$ cat config.mk
export PLATFORM = sky130hd
export DESIGN_NAME = control_unit
export DESIGN_NICKNAME = d
export VERILOG_FILES = /design/src/rtl/control_unit.sv
export SDC_FILE = /design/constraint.sdc
export NUM_CORES = 1
export LEC_CHECK = 0
export ABC_AREA = 1
export CELL_PAD_IN_SITES_DETAIL_PLACEMENT = 0
export CELL_PAD_IN_SITES_GLOBAL_PLACEMENT = 1
export CORE_MARGIN = 2
export CORE_UTILIZATION = 25
export CTS_CLUSTER_DIAMETER = 40
export DETAILED_ROUTE_END_ITERATION = 16
export MAX_ROUTING_LAYER = met4
export PLACE_DENSITY = 0.92
export SLEW_MARGIN = 40
export SYNTH_ARGS = -nofsm -noshare
export SYNTH_HDL_FRONTEND = slang
export SYNTH_SLANG_ARGS = --single-unit
$ cat constraint.sdc
create_clock -name clock -period 5.3 [get_ports clock]
set_input_delay 1.59 -clock clock [delete_from_list [all_inputs] [get_ports clock]]
set_output_delay 1.59 -clock clock [all_outputs]
set_load 0.02 [all_outputs]
$ cat src/rtl/control_unit.sv
`default_nettype none
// +----------------------------------------------------------------------------+
// | Module   : control_unit                                                    |
// | Purpose  : Hardwired Moore sequencer for the Mini SRC CPU. Fetches an      |
// |            instruction (T0-T2), decodes IR[31:27] and steps through the    |
// |            execute states T3-T7, driving every datapath control strobe.    |
// | Ports    : clock/clear       - clock, asynchronous active-high reset        |
// |            mem_ready         - memory handshake (CTRL_MEM_WAIT_EN only)     |
// |            IR, CONFF, Stop   - instruction, branch condition, halt request  |
// |            Gra..CONin        - register select, bus, load and I/O strobes   |
// |            alu_op            - ALU operation select                         |
// |            Run               - high while the CPU is executing              |
// | Options  : `define CTRL_MEM_WAIT_EN adds mem_ready; states that assert     |
// |            Read or Write then hold until mem_ready is sampled high.        |
// | Revision : 1.0 - initial release                                           |
// +----------------------------------------------------------------------------+
module control_unit #(
   parameter logic [3:0] ALU_ADD = 4'h4
) (
   input  logic        clock,
   input  logic        clear,
`ifdef CTRL_MEM_WAIT_EN
   input  logic        mem_ready,
`endif
   input  logic [31:0] IR,
   input  logic        CONFF,
   input  logic        Stop,
   output logic        Gra,
   output logic        Grb,
   output logic        Grc,
   output logic        Rin,
   output logic        Rout,
   output logic        BAout,
   output logic        Csignout,
   output logic        PCout,
   output logic        PCin,
   output logic        IncPC,
   output logic        MARin,
   output logic        MDRin,
   output logic        MDRout,
   output logic        MD_read,
   output logic        IRin,
   output logic        Yin,
   output logic        Zlowin,
   output logic        Zhighin,
   output logic        Zlowout,
   output logic        Zhighout,
   output logic        HIin,
   output logic        LOin,
   output logic        HIout,
   output logic        LOout,
   output logic        Read,
   output logic        Write,
   output logic        InPortout,
   output logic        Out_Portin,
   output logic        CONin,
   output logic [3:0]  alu_op,
   output logic        Run
);

   // Opcodes (IR[31:27])
   localparam logic [4:0] c_OP_LD   = 5'd0;
   localparam logic [4:0] c_OP_LDI  = 5'd1;
   localparam logic [4:0] c_OP_ST   = 5'd2;
   localparam logic [4:0] c_OP_ADD  = 5'd3;
   localparam logic [4:0] c_OP_SUB  = 5'd4;
   localparam logic [4:0] c_OP_AND  = 5'd5;
   localparam logic [4:0] c_OP_OR   = 5'd6;
   localparam logic [4:0] c_OP_SHR  = 5'd7;
   localparam logic [4:0] c_OP_SHL  = 5'd8;
   localparam logic [4:0] c_OP_ROR  = 5'd9;
   localparam logic [4:0] c_OP_ROL  = 5'd10;
   localparam logic [4:0] c_OP_ADDI = 5'd11;
   localparam logic [4:0] c_OP_ANDI = 5'd12;
   localparam logic [4:0] c_OP_ORI  = 5'd13;
   localparam logic [4:0] c_OP_MUL  = 5'd14;
   localparam logic [4:0] c_OP_DIV  = 5'd15;
   localparam logic [4:0] c_OP_NEG  = 5'd16;
   localparam logic [4:0] c_OP_NOT  = 5'd17;
   localparam logic [4:0] c_OP_BR   = 5'd18;
   localparam logic [4:0] c_OP_JR   = 5'd19;
   localparam logic [4:0] c_OP_IN   = 5'd21;
   localparam logic [4:0] c_OP_OUT  = 5'd22;
   localparam logic [4:0] c_OP_MFHI = 5'd23;
   localparam logic [4:0] c_OP_MFLO = 5'd24;
   localparam logic [4:0] c_OP_HALT = 5'd26;

   // ALU operation codes (add is the ALU_ADD parameter)
   localparam logic [3:0] c_ALU_AND = 4'h0;
   localparam logic [3:0] c_ALU_OR  = 4'h1;
   localparam logic [3:0] c_ALU_SUB = 4'h5;
   localparam logic [3:0] c_ALU_SHR = 4'h6;
   localparam logic [3:0] c_ALU_SHL = 4'h7;
   localparam logic [3:0] c_ALU_ROR = 4'h8;
   localparam logic [3:0] c_ALU_ROL = 4'h9;
   localparam logic [3:0] c_ALU_MUL = 4'hA;
   localparam logic [3:0] c_ALU_DIV = 4'hB;
   localparam logic [3:0] c_ALU_NEG = 4'hC;
   localparam logic [3:0] c_ALU_NOT = 4'hD;

   typedef enum logic [3:0] {
      S_RESET = 4'd0,
      S_T0    = 4'd1,
      S_T1    = 4'd2,
      S_T2    = 4'd3,
      S_T3    = 4'd4,
      S_T4    = 4'd5,
      S_T5    = 4'd6,
      S_T6    = 4'd7,
      S_T7    = 4'd8,
      S_HALT  = 4'd9
   } state_t;

   state_t     state_q;
   state_t     state_d;
   state_t     last_state;
   logic [4:0] opcode;
   logic [3:0] alu_code;
   logic       mem_ok;
   logic       mem_state;
   logic       ir_unused;

   logic is_ld, is_st, is_ldi, is_alu, is_imm, is_muldiv, is_unary;
   logic is_br, is_jr, is_in, is_out, is_mfhi, is_mflo, is_halt;

   assign opcode    = IR[31:27];
   assign ir_unused = ^IR[26:0];

   assign is_ld     = (opcode == c_OP_LD);
   assign is_st     = (opcode == c_OP_ST);
   assign is_ldi    = (opcode == c_OP_LDI);
   assign is_alu    = (opcode >= c_OP_ADD) && (opcode <= c_OP_ROL);
   assign is_imm    = (opcode >= c_OP_ADDI) && (opcode <= c_OP_ORI);
   assign is_muldiv = (opcode == c_OP_MUL) || (opcode == c_OP_DIV);
   assign is_unary  = (opcode == c_OP_NEG) || (opcode == c_OP_NOT);
   assign is_br     = (opcode == c_OP_BR);
   assign is_jr     = (opcode == c_OP_JR);
   assign is_in     = (opcode == c_OP_IN);
   assign is_out    = (opcode == c_OP_OUT);
   assign is_mfhi   = (opcode == c_OP_MFHI);
   assign is_mflo   = (opcode == c_OP_MFLO);
   assign is_halt   = (opcode == c_OP_HALT);

`ifdef CTRL_MEM_WAIT_EN
   assign mem_ok = mem_ready;
`else
   assign mem_ok = 1'b1;
`endif

   // States that strobe Read or Write; these wait on the memory handshake.
   assign mem_state = (state_q == S_T1) ||
                      ((state_q == S_T6) && is_ld) ||
                      ((state_q == S_T7) && is_st);

   always_comb begin
      case (opcode)
         c_OP_SUB:  alu_code = c_ALU_SUB;
         c_OP_AND:  alu_code = c_ALU_AND;
         c_OP_OR:   alu_code = c_ALU_OR;
         c_OP_SHR:  alu_code = c_ALU_SHR;
         c_OP_SHL:  alu_code = c_ALU_SHL;
         c_OP_ROR:  alu_code = c_ALU_ROR;
         c_OP_ROL:  alu_code = c_ALU_ROL;
         c_OP_ANDI: alu_code = c_ALU_AND;
         c_OP_ORI:  alu_code = c_ALU_OR;
         c_OP_MUL:  alu_code = c_ALU_MUL;
         c_OP_DIV:  alu_code = c_ALU_DIV;
         c_OP_NEG:  alu_code = c_ALU_NEG;
         c_OP_NOT:  alu_code = c_ALU_NOT;
         default:   alu_code = ALU_ADD;    // add, addi, ldi and everything else
      endcase
   end

   // Final execute state of the current instruction; undefined opcodes end at T3.
   always_comb begin
      if (is_ld || is_st)
         last_state = S_T7;
      else if (is_br || is_muldiv)
         last_state = S_T6;
      else if (is_alu || is_imm || is_ldi)
         last_state = S_T5;
      else if (is_unary)
         last_state = S_T4;
      else
         last_state = S_T3;
   end

   always_comb begin
      state_d = state_q;
      case (state_q)
         S_RESET: state_d = S_T0;
         S_HALT:  state_d = S_HALT;
         default: begin
            if (mem_state && !mem_ok)
               state_d = state_q;
            else if ((state_q == S_T3) && is_halt)
               state_d = S_HALT;
            // T7 always ends an instruction, even if IR were to change under us.
            else if ((state_q == last_state) || (state_q == S_T7))
               state_d = Stop ? S_HALT : S_T0;
            else
               state_d = state_t'(state_q + 4'd1);
         end
      endcase
   end

   always_ff @(posedge clock or posedge clear) begin
      if (clear)
         state_q <= S_RESET;
      else
         state_q <= state_d;
   end

   always_comb begin
      Gra = 1'b0;  Grb = 1'b0;  Grc = 1'b0;  Rin = 1'b0;  Rout = 1'b0;
      BAout = 1'b0;  Csignout = 1'b0;  PCout = 1'b0;  PCin = 1'b0;  IncPC = 1'b0;
      MARin = 1'b0;  MDRin = 1'b0;  MDRout = 1'b0;  MD_read = 1'b0;  IRin = 1'b0;
      Yin = 1'b0;  Zlowin = 1'b0;  Zhighin = 1'b0;  Zlowout = 1'b0;  Zhighout = 1'b0;
      HIin = 1'b0;  LOin = 1'b0;  HIout = 1'b0;  LOout = 1'b0;  Read = 1'b0;
      Write = 1'b0;  InPortout = 1'b0;  Out_Portin = 1'b0;  CONin = 1'b0;
      alu_op = ALU_ADD;
      Run = (state_q != S_RESET) && (state_q != S_HALT);

      case (state_q)
         S_T0: begin
            PCout = 1'b1;  MARin = 1'b1;  IncPC = 1'b1;  Zlowin = 1'b1;
         end
         S_T1: begin
            Zlowout = 1'b1;  PCin = 1'b1;  Read = 1'b1;  MD_read = 1'b1;  MDRin = 1'b1;
         end
         S_T2: begin
            MDRout = 1'b1;  IRin = 1'b1;
         end
         S_T3: begin
            if (is_alu || is_imm || is_ldi) begin
               Grb = 1'b1;  Rout = 1'b1;  Yin = 1'b1;  BAout = is_ldi;
            end else if (is_ld || is_st) begin
               Grb = 1'b1;  BAout = 1'b1;  Yin = 1'b1;
            end else if (is_muldiv) begin
               Gra = 1'b1;  Rout = 1'b1;  Yin = 1'b1;
            end else if (is_unary) begin
               Grb = 1'b1;  Rout = 1'b1;  alu_op = alu_code;  Zlowin = 1'b1;
            end else if (is_br) begin
               Gra = 1'b1;  Rout = 1'b1;  CONin = 1'b1;
            end else if (is_jr) begin
               Gra = 1'b1;  Rout = 1'b1;  PCin = 1'b1;
            end else if (is_in) begin
               InPortout = 1'b1;  Gra = 1'b1;  Rin = 1'b1;
            end else if (is_out) begin
               Gra = 1'b1;  Rout = 1'b1;  Out_Portin = 1'b1;
            end else if (is_mfhi) begin
               HIout = 1'b1;  Gra = 1'b1;  Rin = 1'b1;
            end else if (is_mflo) begin
               LOout = 1'b1;  Gra = 1'b1;  Rin = 1'b1;
            end
         end
         S_T4: begin
            if (is_alu) begin
               Grc = 1'b1;  Rout = 1'b1;  alu_op = alu_code;  Zlowin = 1'b1;
            end else if (is_imm || is_ldi) begin
               Csignout = 1'b1;  alu_op = alu_code;  Zlowin = 1'b1;
            end else if (is_ld || is_st) begin
               Csignout = 1'b1;  Zlowin = 1'b1;
            end else if (is_muldiv) begin
               Grb = 1'b1;  Rout = 1'b1;  alu_op = alu_code;  Zlowin = 1'b1;  Zhighin = 1'b1;
            end else if (is_unary) begin
               Zlowout = 1'b1;  Gra = 1'b1;  Rin = 1'b1;
            end else if (is_br) begin
               PCout = 1'b1;  Yin = 1'b1;
            end
         end
         S_T5: begin
            if (is_alu || is_imm || is_ldi) begin
               Zlowout = 1'b1;  Gra = 1'b1;  Rin = 1'b1;
            end else if (is_ld || is_st) begin
               Zlowout = 1'b1;  MARin = 1'b1;
            end else if (is_muldiv) begin
               Zlowout = 1'b1;  LOin = 1'b1;
            end else if (is_br) begin
               Csignout = 1'b1;  Zlowin = 1'b1;
            end
         end
         S_T6: begin
            if (is_ld) begin
               Read = 1'b1;  MD_read = 1'b1;  MDRin = 1'b1;
            end else if (is_st) begin
               Gra = 1'b1;  Rout = 1'b1;  MDRin = 1'b1;
            end else if (is_muldiv) begin
               Zhighout = 1'b1;  HIin = 1'b1;
            end else if (is_br) begin
               // Branch target is written only when the condition held in T3.
               Zlowout = 1'b1;  PCin = CONFF;
            end
         end
         S_T7: begin
            if (is_ld) begin
               MDRout = 1'b1;  Gra = 1'b1;  Rin = 1'b1;
            end else if (is_st) begin
               Write = 1'b1;
            end
         end
         default: ;
      endcase
   end

endmodule
`default_nettype wire

* Word-level counts from Yosys, hierarchy flattened
Memory sizes are Yosys's and may differ from the RTL's. Index checks and enable logic that the tools add are counted.
Operators by class: add/sub/neg operators 1, $lt $le $gt $ge 4, equal/unequal tests 24, multiplexer cells 154, reductions and logical operators 15
Operators with widths (number):
- $mux 1 | 124
- $mux 4 | 13
- $eq 5x5->1 const B | 9
- $eq 4x3->1 const B | 4
- $pmux 1 s2 | 8
- $pmux 4 s2 | 2
- $pmux 1 s4 | 3
- $eq 5x4->1 const B | 2
- $le 5x4->1 const B | 2
- $eq 4x2->1 const B | 2
- $eq 4x4->1 const B | 2
- $logic_or 1x1->1 | 8
- $pmux 1 s3 | 2
- $eq 5x1->1 const B | 1
- $eq 5x2->1 const B | 1
- $ge 5x2->1 const B | 1
- $ge 5x4->1 const B | 1
- $logic_not 5->1 | 1
- $pmux 1 s5 | 1
- $add 4x1->4 const B | 1
- $eq 4x1->1 const B | 1
- $eq 4x4->1 | 1
- $logic_and 1x1->1 | 4
- $logic_not 4->1 | 1
- 3 further kinds | 3
Word-level totals: register bits 4, memory bits (read-only) 128, bits of input ports 36, output and inout bits 34, word-level logic and storage cells 200, memories 1
Memory list:
- (name not given) | depth 32, bits a word 4, rd ports 1, clocked after Yosys merged registers in 0, wr ports 0, RTL line 156 | case (opcode)

* Longest topological paths before layout
Gate-level depths: netlist of run 1.
depth in word-level cells 12, gate-level depth with buffers 14, mapped depth without buffers 14

* Worst setup path after synthesis of run 1
No wires, ideal clock.
path type input-to-output, from input port IR[28], to output port Read, arrival time 2.983 ns, data required time 3.710 ns, setup slack 0.727 ns, cell stages on the path 6, path buffers 2, cell sequence inv_1 ha_1 clkbuf_1 nand3_1 o21ai_0 buf_4
Between the ends: word-level cells in the longest chain between the ends 3
RTL lines:
- start: declaration | RTL line 25 | input logic [31:0] IR,
- $logic_not 5->1 | RTL line 129 | assign is_ld = (opcode == c_OP_LD);
- $mux 1
- $pmux 1 s2
- end: declaration | RTL line 52 | output logic Read,
Every way passes these cells.

* Worst setup path in the final report of run 1
from input port IR[31], to output port MD_read
Between the ends: word-level cells in the longest chain between the ends 3
RTL lines:
- $logic_not 5->1 | RTL line 129
- $mux 1 | RTL line 284 | if (is_ld) begin
- $pmux 1 s2 | RTL line 224 | case (state_q)
- end: declaration | RTL line 41 | output logic MD_read,
Every way passes these cells.

==> results of run 1 <==
-- placed cells by master, fill, tap and decap left out, drive strengths merged, types with 2 or more instances in the layout --
cell / count
nand4: 4
nand3: 31
clkinv: 2
buf: 47
clkdlybuf4s50: 17
a21oi: 6
dfrtp: 4
a211oi: 2
ha: 8
o21ai: 13
nor3: 6
inv: 38
xor2: 2
clkbuf: 4
nand2: 37
nor2: 40
dlygate4sd2: 18
dlymetal6s2s: 5
-- path summary, 6_finish.rpt --
path	startpoint	end	slack [ns]	cells after the start
worst max-delay path	IR[31]	MD_read	0.25	7
worst min-delay path	state_q[2]	state_q[2]	0.66	3
worst max register to register	state_q[0]	state_q[2]	3.86	7
worst min register to register	state_q[2]	state_q[2]	0.66	3
max in group asynchronous	clear	state_q[0]	3.60	2
min in group asynchronous	clear	state_q[3]	1.55	2
-- metal layers --
layer  up-vias  wire length [um]
met2        37              1720
li1        838                 -
met1       687              1830
met5         -                 0
met3         2               164
met4         0                17
-- power by group through the flow --
stage | Clock [W] | Combinational, W | Sequential (W)
floorplan | 0 | 0.0000324 | 0.0000311
global placement | 0 | 0.0000698 | 0.0000311
detailed placement | 0 | 0.0000709 | 0.0000311
CTS | 0.0000659 | 0.0000717 | 0.0000308
global route | 0.0000690 | 0.0000799 | 0.0000307
finish | 0.0000646 | 0.0000718 | 0.0000308
-- through the flow --
step	utilization [%]	hold slack [ns]	instance area, sq um
after floorplan	-	0.589	1130
after global placement	44.8	0.638	1950
after detailed placement	44.8	0.656	1950
after CTS	45.4	0.666	1980
after global routing	45.6	0.705	1990
final	45.6	0.665	1990
-- final cells by class --
class,count,area [sq um],share of cell area [%]
timing repair buffer,89,771,38.8
sequential,4,100,5.04
clock buffer,3,41.3,2.08
tap,52,65.1,3.27
multi-input combinational,156,860,43.3
inverter,40,150,7.56
-- logic make-up (layout without fill, tap and decap cells) --
kind of cell             after synthesis  count (layout)  synth area share, %
AO/OA/AOI/OAI                         27              27                 15.2
XOR/XNOR                               3               3                 2.33
adder cells (fa/ha/maj)                8               8                 8.86
buffers and inverters                 44             132                 15.9
flip-flops                             4               4                 8.86
AND/OR/NAND/NOR                      118             118                 48.8
-- what timing repair did --
item | in CTS | in global routing
endpoints found under the setup margin | 22 | 20
hold endpoints to repair | 0 | 0
resized for setup | 23 | 9
pin swaps | 0 | 0
cloned | 0 | 0
-- critical path: stages --
cell	delay, ns
sky130_fd_sc_hd__clkdlybuf4s50_1	0.47
sky130_fd_sc_hd__inv_2	0.15
sky130_fd_sc_hd__buf_12	0.12
sky130_fd_sc_hd__nand3_1	0.09
sky130_fd_sc_hd__buf_4	0.15
sky130_fd_sc_hd__o21ai_0	0.23
sky130_fd_sc_hd__clkdlybuf4s50_1	0.66
==> flow_metrics.env, run 1 <==
export IMPL_outcome="finished clean"
export IMPL_fin_total_pwr_w=0.000167
export IMPL_period_needed_ns=5.05
export IMPL_cp_start_kind="input pin"
export IMPL_power_switching_w=0.0000524
export IMPL_clkLatencyLatePin_ns=0.22
export IMPL_yosysTopAreaCellShare_pct=12.8
export IMPL_groute_usage_overall_pct=15.4
export IMPL_drt_pre_antenna_iters=4
export IMPL_grt_first_pass_wirelength_um=6350
export IMPL_clockPowerShare_pct=38.7
export IMPL_synth_seq_area_share_pct=8.86
export IMPL_period_share_pct=95.2
export IMPL_netlist_top_cells_area="sky130_fd_sc_hd__nand3_1, sky130_fd_sc_hd__nor2_1, sky130_fd_sc_hd__inv_1"
export IMPL_cp_max_fo=6
export IMPL_syn_area_per_cell_sq_um=5.54
export IMPL_instances_no_fill=344
export IMPL_synth_top_area_cell="sky130_fd_sc_hd__nand3_1"
export IMPL_setup_total_negative_slack_ns=0
export IMPL_setup_slack_ns=0.252
export IMPL_largest_reg_flops=4
export IMPL_synthFlopType="sky130_fd_sc_hd__dfrtp_1"
export IMPL_timing_worst_setup_path_type="in2out"
export IMPL_ys_async_sr_fraction_pct=100
export IMPL_drive_above_1_share_pct=25.7
export IMPL_fin_worst_skew_ns=0.000810
export IMPL_max_slew_violation_count=0
export IMPL_buffer_ports_inserted=42
export IMPL_synth_enable_flop_cells=0
export IMPL_met2_usage_pct=26.3
export IMPL_static_leakage_power_nw=1.08
export IMPL_endpoint_kind="output port"
export IMPL_start_util_pct=25.9
export IMPL_peakVddDrop_mv=0.0572
export IMPL_fraction_of_met1_tracks_used_by_global_routing_pct=20.0
export IMPL_worst_slew_margin_rel_pct=75.9
export IMPL_ffs_latches_synth=4
export IMPL_comb_power_share_pct=43.0
export IMPL_netlist_cell_type_count=32
export IMPL_final_antenna_diode_count=0
export IMPL_antenna_found_initial=0
export IMPL_place_congestion=0.819
export IMPL_post_cts_setup_buffers=0
export IMPL_cp_data_required_time_ns=3.71
export IMPL_cts_root_to_sink_buffers=2
export IMPL_num_fill_cells=448
export IMPL_rsz0062_at_grt="false"
export IMPL_cts_root_buffer_cell="sky130_fd_sc_hd__clkbuf_8"
export IMPL_design_final_nets=338
export IMPL_detail_route_drc_violations=0
export IMPL_viasPerCell=4.55
export IMPL_dr_total_vias=1564
export IMPL_die_h_um=71.2
export IMPL_maxClockFrequency_mhz=198
export IMPL_synthTopCellsByCount="sky130_fd_sc_hd__nor2_1, sky130_fd_sc_hd__inv_1, sky130_fd_sc_hd__nand2_1"
export IMPL_vias_in_the_first_global_route=1485
export IMPL_wirelength_um=3730
export IMPL_ioPinCount=70
export IMPL_synth_yosys_warnings=0
export IMPL_post_place_ws_ns=-0.266
export IMPL_drv_max_cap_violation_count=0
export IMPL_layout_area_overhead_vs_synth_pct=75.9
export IMPL_p_seq_share_pct=18.4
export IMPL_slew_at_the_pin_closest_to_its_max_slew_limit_ns=0.361
export IMPL_power_density_nw_per_um2=84.1
export IMPL_numClockSinks=4
export IMPL_register_ranked_first_by_flip_flop_count="state_q"
export IMPL_rows=24
export IMPL_cts_inserted_buffers=3
export IMPL_yosys_cell_count_top_type="sky130_fd_sc_hd__nor2_1"
export IMPL_netlist_instances=204
export IMPL_cts_htree_levels=1
export IMPL_finalHoldViolCount=0
export IMPL_grt_busiest_layer="met2"
export IMPL_arrival_time_of_the_worst_setup_path_ns=3.46
export IMPL_p_sw_share_pct=31.3
export IMPL_grt_start_max_net_pins=11
export IMPL_grtUsageMet3_pct=1.41
export IMPL_coreArea_sq_um=4350
export IMPL_intPower_w=0.000115
export IMPL_final_setup_viol_count=0
export IMPL_clkTransAtPathRegs_ns=0.03
export IMPL_detailedPlacementHpwl_um=3180
export IMPL_postRouteAntennaNets=0
export IMPL_dpl_cell_count=341
export IMPL_drtIter0Drc=65
export IMPL_overflow=0
export IMPL_cts_tree="yes"
export IMPL_holdCritPathClass="reg2reg"
export IMPL_mappedNetlistArea_sq_um=1130
export IMPL_post_cts_hold_buffer_count=0
export IMPL_registers_with_the_highest_flip_flop_counts="state_q (4)"
export IMPL_wl_per_cell_um=10.8
export IMPL_syn_num_nets=248
export IMPL_design_die_area_sq_um=5070
export IMPL_chipWidth_um=71.2
Note: power is estimated with default switching activity, not from simulation.
==> run 2: changes to the inputs <==
- REMOVE_ABC_BUFFERS: not set -> 1
==> flow_metrics.env, run 2 (synthesis results as in run 1) <==
export IMPL_outcome="finished clean"
export IMPL_cts_inserted_buffers=3
export IMPL_layout_cells_most_common="sky130_fd_sc_hd__buf_4"
export IMPL_final_antenna_diode_count=0
export IMPL_dr_total_vias=1612
export IMPL_setup_slack_ns=0.153
export IMPL_rows=24
export IMPL_post_cts_hold_buffer_count=0
export IMPL_instances_no_fill=349
export IMPL_holdCritPathClass="reg2reg"
export IMPL_design_final_nets=343
export IMPL_ff2ff_setup_slack_ns=3.84
export IMPL_max_slew_violation_count=0
export IMPL_whs_ns=0.678
export IMPL_grt_start_max_net_pins=11
export IMPL_critical_path_most_common_cell="sky130_fd_sc_hd__nand2_1"
export IMPL_buffer_ports_inserted=42
export IMPL_seqCellArea_sq_um=100
export IMPL_setup_total_negative_slack_ns=0
export IMPL_coreArea_sq_um=4350
export IMPL_grt_first_pass_wirelength_um=6510
export IMPL_static_leakage_power_nw=1.09
export IMPL_final_setup_viol_count=0
export IMPL_worst_slew_margin_rel_pct=72.4
export IMPL_most_common_layout_cells="sky130_fd_sc_hd__buf_4, sky130_fd_sc_hd__nor2_1, sky130_fd_sc_hd__inv_1"
export IMPL_wirelength_um=3970
export IMPL_arrival_time_of_the_worst_setup_path_ns=3.56
export IMPL_post_place_ws_ns=-0.290
export IMPL_cts_htree_levels=1
export IMPL_cts_root_to_sink_buffers=2
export IMPL_layout_area_overhead_vs_synth_pct=79.5
export IMPL_period_share_pct=97.1
export IMPL_critical_path_s_slowest_cell="sky130_fd_sc_hd__clkdlybuf4s50_1"
export IMPL_drv_max_cap_violation_count=0
export IMPL_cp_start_kind="input pin"
export IMPL_period_needed_ns=5.15
export IMPL_detailedPlacementHpwl_um=3340
export IMPL_start_util_pct=25.9
export IMPL_peakVddDrop_mv=0.0680
export IMPL_maxClockFrequency_mhz=194
export IMPL_dpl_cell_count=346
export IMPL_register_ranked_first_by_flip_flop_count="state_q"
export IMPL_cp_max_fo=5
export IMPL_num_fill_cells=444
export IMPL_numClockSinks=4
export IMPL_multi_input_comb_area_sq_um=866
export IMPL_viasPerCell=4.62
export IMPL_timing_worst_setup_path_type="in2out"
export IMPL_slew_at_the_pin_closest_to_its_max_slew_limit_ns=0.412
export IMPL_drtIter0Drc=132
export IMPL_postRouteAntennaNets=0
export IMPL_vias_in_the_first_global_route=1488
export IMPL_detail_route_drc_violations=0
export IMPL_largest_reg_flops=4
export IMPL_cp_data_required_time_ns=3.71
export IMPL_overflow=0
export IMPL_finalHoldViolCount=0
export IMPL_groute_usage_overall_pct=16.1
export IMPL_cts_root_buffer_cell="sky130_fd_sc_hd__clkbuf_8"
export IMPL_drive_above_1_share_pct=25.9
export IMPL_critical_path_cell_chain="clkdlybuf4s50_1 -> buf_4 -> nand2_1 -> inv_1 -> nand2_1 -> inv_1 -> buf_4 -> nand3_1 -> nand2_1 -> clkdlybuf4s50_1"
export IMPL_design_die_area_sq_um=5070
export IMPL_place_congestion=0.888
export IMPL_fin_worst_skew_ns=0.00350
export IMPL_clkTransAtPathRegs_ns=0.03
export IMPL_rsz0062_at_grt="false"
export IMPL_registers_with_the_highest_flip_flop_counts="state_q (4)"
export IMPL_wl_per_cell_um=11.4
export IMPL_chipWidth_um=71.2
export IMPL_drt_pre_antenna_iters=4
export IMPL_die_h_um=71.2
export IMPL_hold_path_depth=3
export IMPL_clkLatencyLatePin_ns=0.22
export IMPL_ioPinCount=70
export IMPL_slowest_delay_ns=0.59
export IMPL_cts_tree="yes"
export IMPL_timing_reg2reg_worst_path_depth=7
export IMPL_finish_utilization_pct=46.6
export IMPL_endpoint_kind="output port"
export IMPL_antenna_found_initial=0
export IMPL_power_density_nw_per_um2=83.9
## run 2: cell count changes in the layout (fill, tap and decap cells not counted), sizes merged
| cell | delta |
|---|---|
| buf | +5 |
| clkbuf | -1 |
| clkdlybuf4s15 | -1 |
| clkdlybuf4s50 | +2 |
| dlygate4sd2 | +2 |
| dlymetal6s2s | -2 |
## run 2: final cells by class
type                            count  share of cell area, %
Multi-Input combinational cell    156                   42.7
Timing Repair Buffer               94                   39.7
Inverter                           40                   7.40
Sequential cell                     4                   4.94
Tap cell                           52                   3.21
Clock buffer                        3                   2.04
## run 2: final timing paths
path	startpoint	endpoint
worst min register to register	state_q[2]	state_q[2]
worst max-delay path	IR[31]	PCout
worst max register to register	state_q[0]	state_q[2]
min in group asynchronous	clear	state_q[3]
worst min-delay path	state_q[2]	state_q[2]
max in group asynchronous	clear	state_q[1]
## run 2: timing repair
item	CTS	global route
cloned	0	0
buffers inserted	0	0
endpoints found under the setup margin	26	20
resized for setup	22	4
## run 2: critical path: cells and delay by family
family                 cells  cell delay, ns
buffers and inverters      6            1.60
and+or+nand+nor            4            0.36
## run 2: metrics by stage
step                instance area [sq um]  total power (W)
CTS                                  2020         0.000172
global route                         2030         0.000181
global placement                     1990         0.000102
finish                               2030         0.000170
detailed placement                   1990         0.000103
floorplan                            1100        0.0000626
## run 2: where the power goes
part | internal [W] | switching, W
Sequential | 0.0000308 | 0
Clock | 0.0000486 | 0.0000180
Combinational | 0.0000360 | 0.0000368
Total | 0.000115 | 0.0000549
## run 2: routing by layer
metal  global-route usage, %  part of all wire, %
met4                    2.52                 0.63
met1                    20.6                   44
met3                    1.55                  5.6
met2                    27.9                   50
met5                       -                    0
==> run 3: changes to the inputs <==
- CELL_PAD_IN_SITES_GLOBAL_PLACEMENT: 1 -> 2
- CORE_UTILIZATION: 25 -> 18
- CTS_BUF_LIST: not set -> sky130_fd_sc_hd__clkbuf_4
==> flow_metrics.env, run 3 (synthesis results as in run 1) <==
export IMPL_cts_tree="yes"
export IMPL_detail_route_drc_violations=0
export IMPL_period_needed_ns=5.12
export IMPL_postRouteAntennaNets=0
export IMPL_critical_path_most_common_cell="sky130_fd_sc_hd__clkdlybuf4s50_1"
export IMPL_wirelength_um=4160
export IMPL_endpoint_kind="output port"
export IMPL_clkLatencyLatePin_ns=0.23
export IMPL_drt_pre_antenna_iters=4
export IMPL_register_ranked_first_by_flip_flop_count="state_q"
export IMPL_design_die_area_sq_um=6930
export IMPL_power_density_nw_per_um2=69.0
export IMPL_setup_total_negative_slack_ns=0
export IMPL_cp_start_kind="input pin"
export IMPL_detailedPlacementHpwl_um=3530
export IMPL_groute_usage_overall_pct=11.9
export IMPL_slowest_delay_ns=0.67
export IMPL_drive_above_1_share_pct=26.0
export IMPL_registers_with_the_highest_flip_flop_counts="state_q (4)"
export IMPL_numClockSinks=4
export IMPL_coreArea_sq_um=5990
export IMPL_cts_htree_levels=1
export IMPL_cp_data_required_time_ns=3.71
export IMPL_arrival_time_of_the_worst_setup_path_ns=3.53
export IMPL_rsz0062_at_grt="false"
export IMPL_critical_path_s_slowest_cell="sky130_fd_sc_hd__clkdlybuf4s50_1"
export IMPL_non_filler_cell_area_final_sq_um=2040
export IMPL_start_util_pct=18.9
export IMPL_outcome="finished clean"
export IMPL_dr_total_vias=1575
export IMPL_clkTransAtPathRegs_ns=0.04
export IMPL_hold_path_startpoint="state_q[2]"
export IMPL_largest_reg_flops=4
export IMPL_layout_cells_most_common="sky130_fd_sc_hd__buf_4"
export IMPL_final_antenna_diode_count=0
export IMPL_peakVddDrop_mv=0.0420
export IMPL_hold_path_endpoint="state_q[2]"
export IMPL_ioPinCount=70
export IMPL_overflow=0
export IMPL_place_congestion=0.911
export IMPL_postPlaceCellArea_sq_um=1990
export IMPL_grt_start_max_net_pins=11
export IMPL_worstPathBufferInverterCount=5
export IMPL_design_final_nets=342
export IMPL_buffer_ports_inserted=42
export IMPL_critPathTopFamily="buffers and inverters"
export IMPL_chipWidth_um=83.2
export IMPL_drv_max_cap_violation_count=0
export IMPL_die_h_um=83.2
export IMPL_r2r_start="state_q[0]"
export IMPL_layout_area_overhead_vs_synth_pct=81.0
export IMPL_viasPerCell=4.25
export IMPL_maxClockFrequency_mhz=195
export IMPL_fin_total_pwr_w=0.000141
export IMPL_cts_root_to_sink_buffers=2
export IMPL_timing_reg2reg_worst_path_depth=7
export IMPL_max_slew_violation_count=0
export IMPL_finalHoldViolCount=0
export IMPL_static_leakage_power_nw=1.19
export IMPL_vias_in_the_first_global_route=1486
export IMPL_cts_inserted_buffers=3
export IMPL_holdCritPathClass="reg2reg"
export IMPL_grt_first_pass_wirelength_um=6820
export IMPL_period_share_pct=96.7
export IMPL_reg2reg_to="state_q[1]"
export IMPL_rows=28
export IMPL_most_common_layout_cells="sky130_fd_sc_hd__buf_4, sky130_fd_sc_hd__inv_1, sky130_fd_sc_hd__nor2_1"
export IMPL_critical_path_cell_chain="clkdlybuf4s50_1 -> inv_2 -> buf_12 -> nand3_1 -> buf_4 -> nor3_1 -> clkdlybuf4s50_1"
export IMPL_antenna_found_initial=0
export IMPL_whs_ns=0.638
export IMPL_cts_root_buffer_cell="sky130_fd_sc_hd__clkbuf_4"
export IMPL_dpl_cell_count=366
export IMPL_slew_at_the_pin_closest_to_its_max_slew_limit_ns=0.404
export IMPL_cp_max_fo=6
export IMPL_instances_no_fill=371
export IMPL_timing_worst_setup_path_type="in2out"
export IMPL_fin_worst_skew_ns=0.000627
export IMPL_drtIter0Drc=77
export IMPL_worst_slew_margin_rel_pct=73.0
export IMPL_final_setup_viol_count=0
export IMPL_hold_path_depth=3
export IMPL_ff2ff_setup_slack_ns=3.86
export IMPL_wl_per_cell_um=11.2
[run 3: layout make-up]
type | count | area, sq um
clock buffers | 3 | 22.5
fillers | 658 | 3950
inverters | 40 | 150
multi-input cells | 156 | 857
flip-flops and latches | 4 | 100
well taps | 75 | 93.8
repair buffers | 93 | 821
[run 3: worst min-delay path, delay by kind of cell, from the launching register on]
| kind | cells | cell delay, ns |
|---|---|---|
| and+or+nand+nor | 2 | 0.12 |
| xor gates and xnor gates | 1 | 0.09 |
| DFF | 1 | 0.39 |
[run 3: metal layers]
layer / up-vias / wire length, um / share of wire (%) / global-route usage [%]
met5: - / 0 / 0 / -
met4: 0 / 0 / 0 / 1.79
met3: 0 / 172 / 4.1 / 1.29
met2: 32 / 1890 / 45 / 19.6
met1: 703 / 2100 / 50 / 15.9
li1: 840 / - / - / -
[run 3: worst max-delay path by stage]
stage,from,to,slack (ns),depth (start not counted)
after global routing,IR[31],alu_op[3],0.04,15
after CTS,IR[29],LOin,0.003,13
final,IR[31],Write,0.18,7
after detailed placement,IR[28],alu_op[0],-0.36,14
after global placement,IR[27],Gra,-0.35,11
after floorplan,IR[28],MD_read,0.73,4
[run 3: what timing repair did]
action	in CTS	in global routing
setup buffers	2	0
gates resized for setup	19	10
endpoints found under the hold margin	0	0
hold buffers	0	0
pin swaps	1	0
endpoints found under the setup margin	23	16
[run 3: where the power goes]
group	internal (W)	total (W)	switching, W
registers	0.0000307	0.0000307	0
clock network	0.0000252	0.0000363	0.0000110
logic	0.0000367	0.0000740	0.0000373
total	0.0000927	0.000141	0.0000483
[run 3: through the flow]
stage | worst slack [ns] | utilization [%]
6_report | 0.177 | 34.1
5_1_grt | 0.0384 | 34.1
4_1_cts | 0.00294 | 33.7
3_5_place_dp | -0.355 | 33.3
3_3_place_gp | -0.354 | 33.3
2_1_floorplan | 0.727 | -
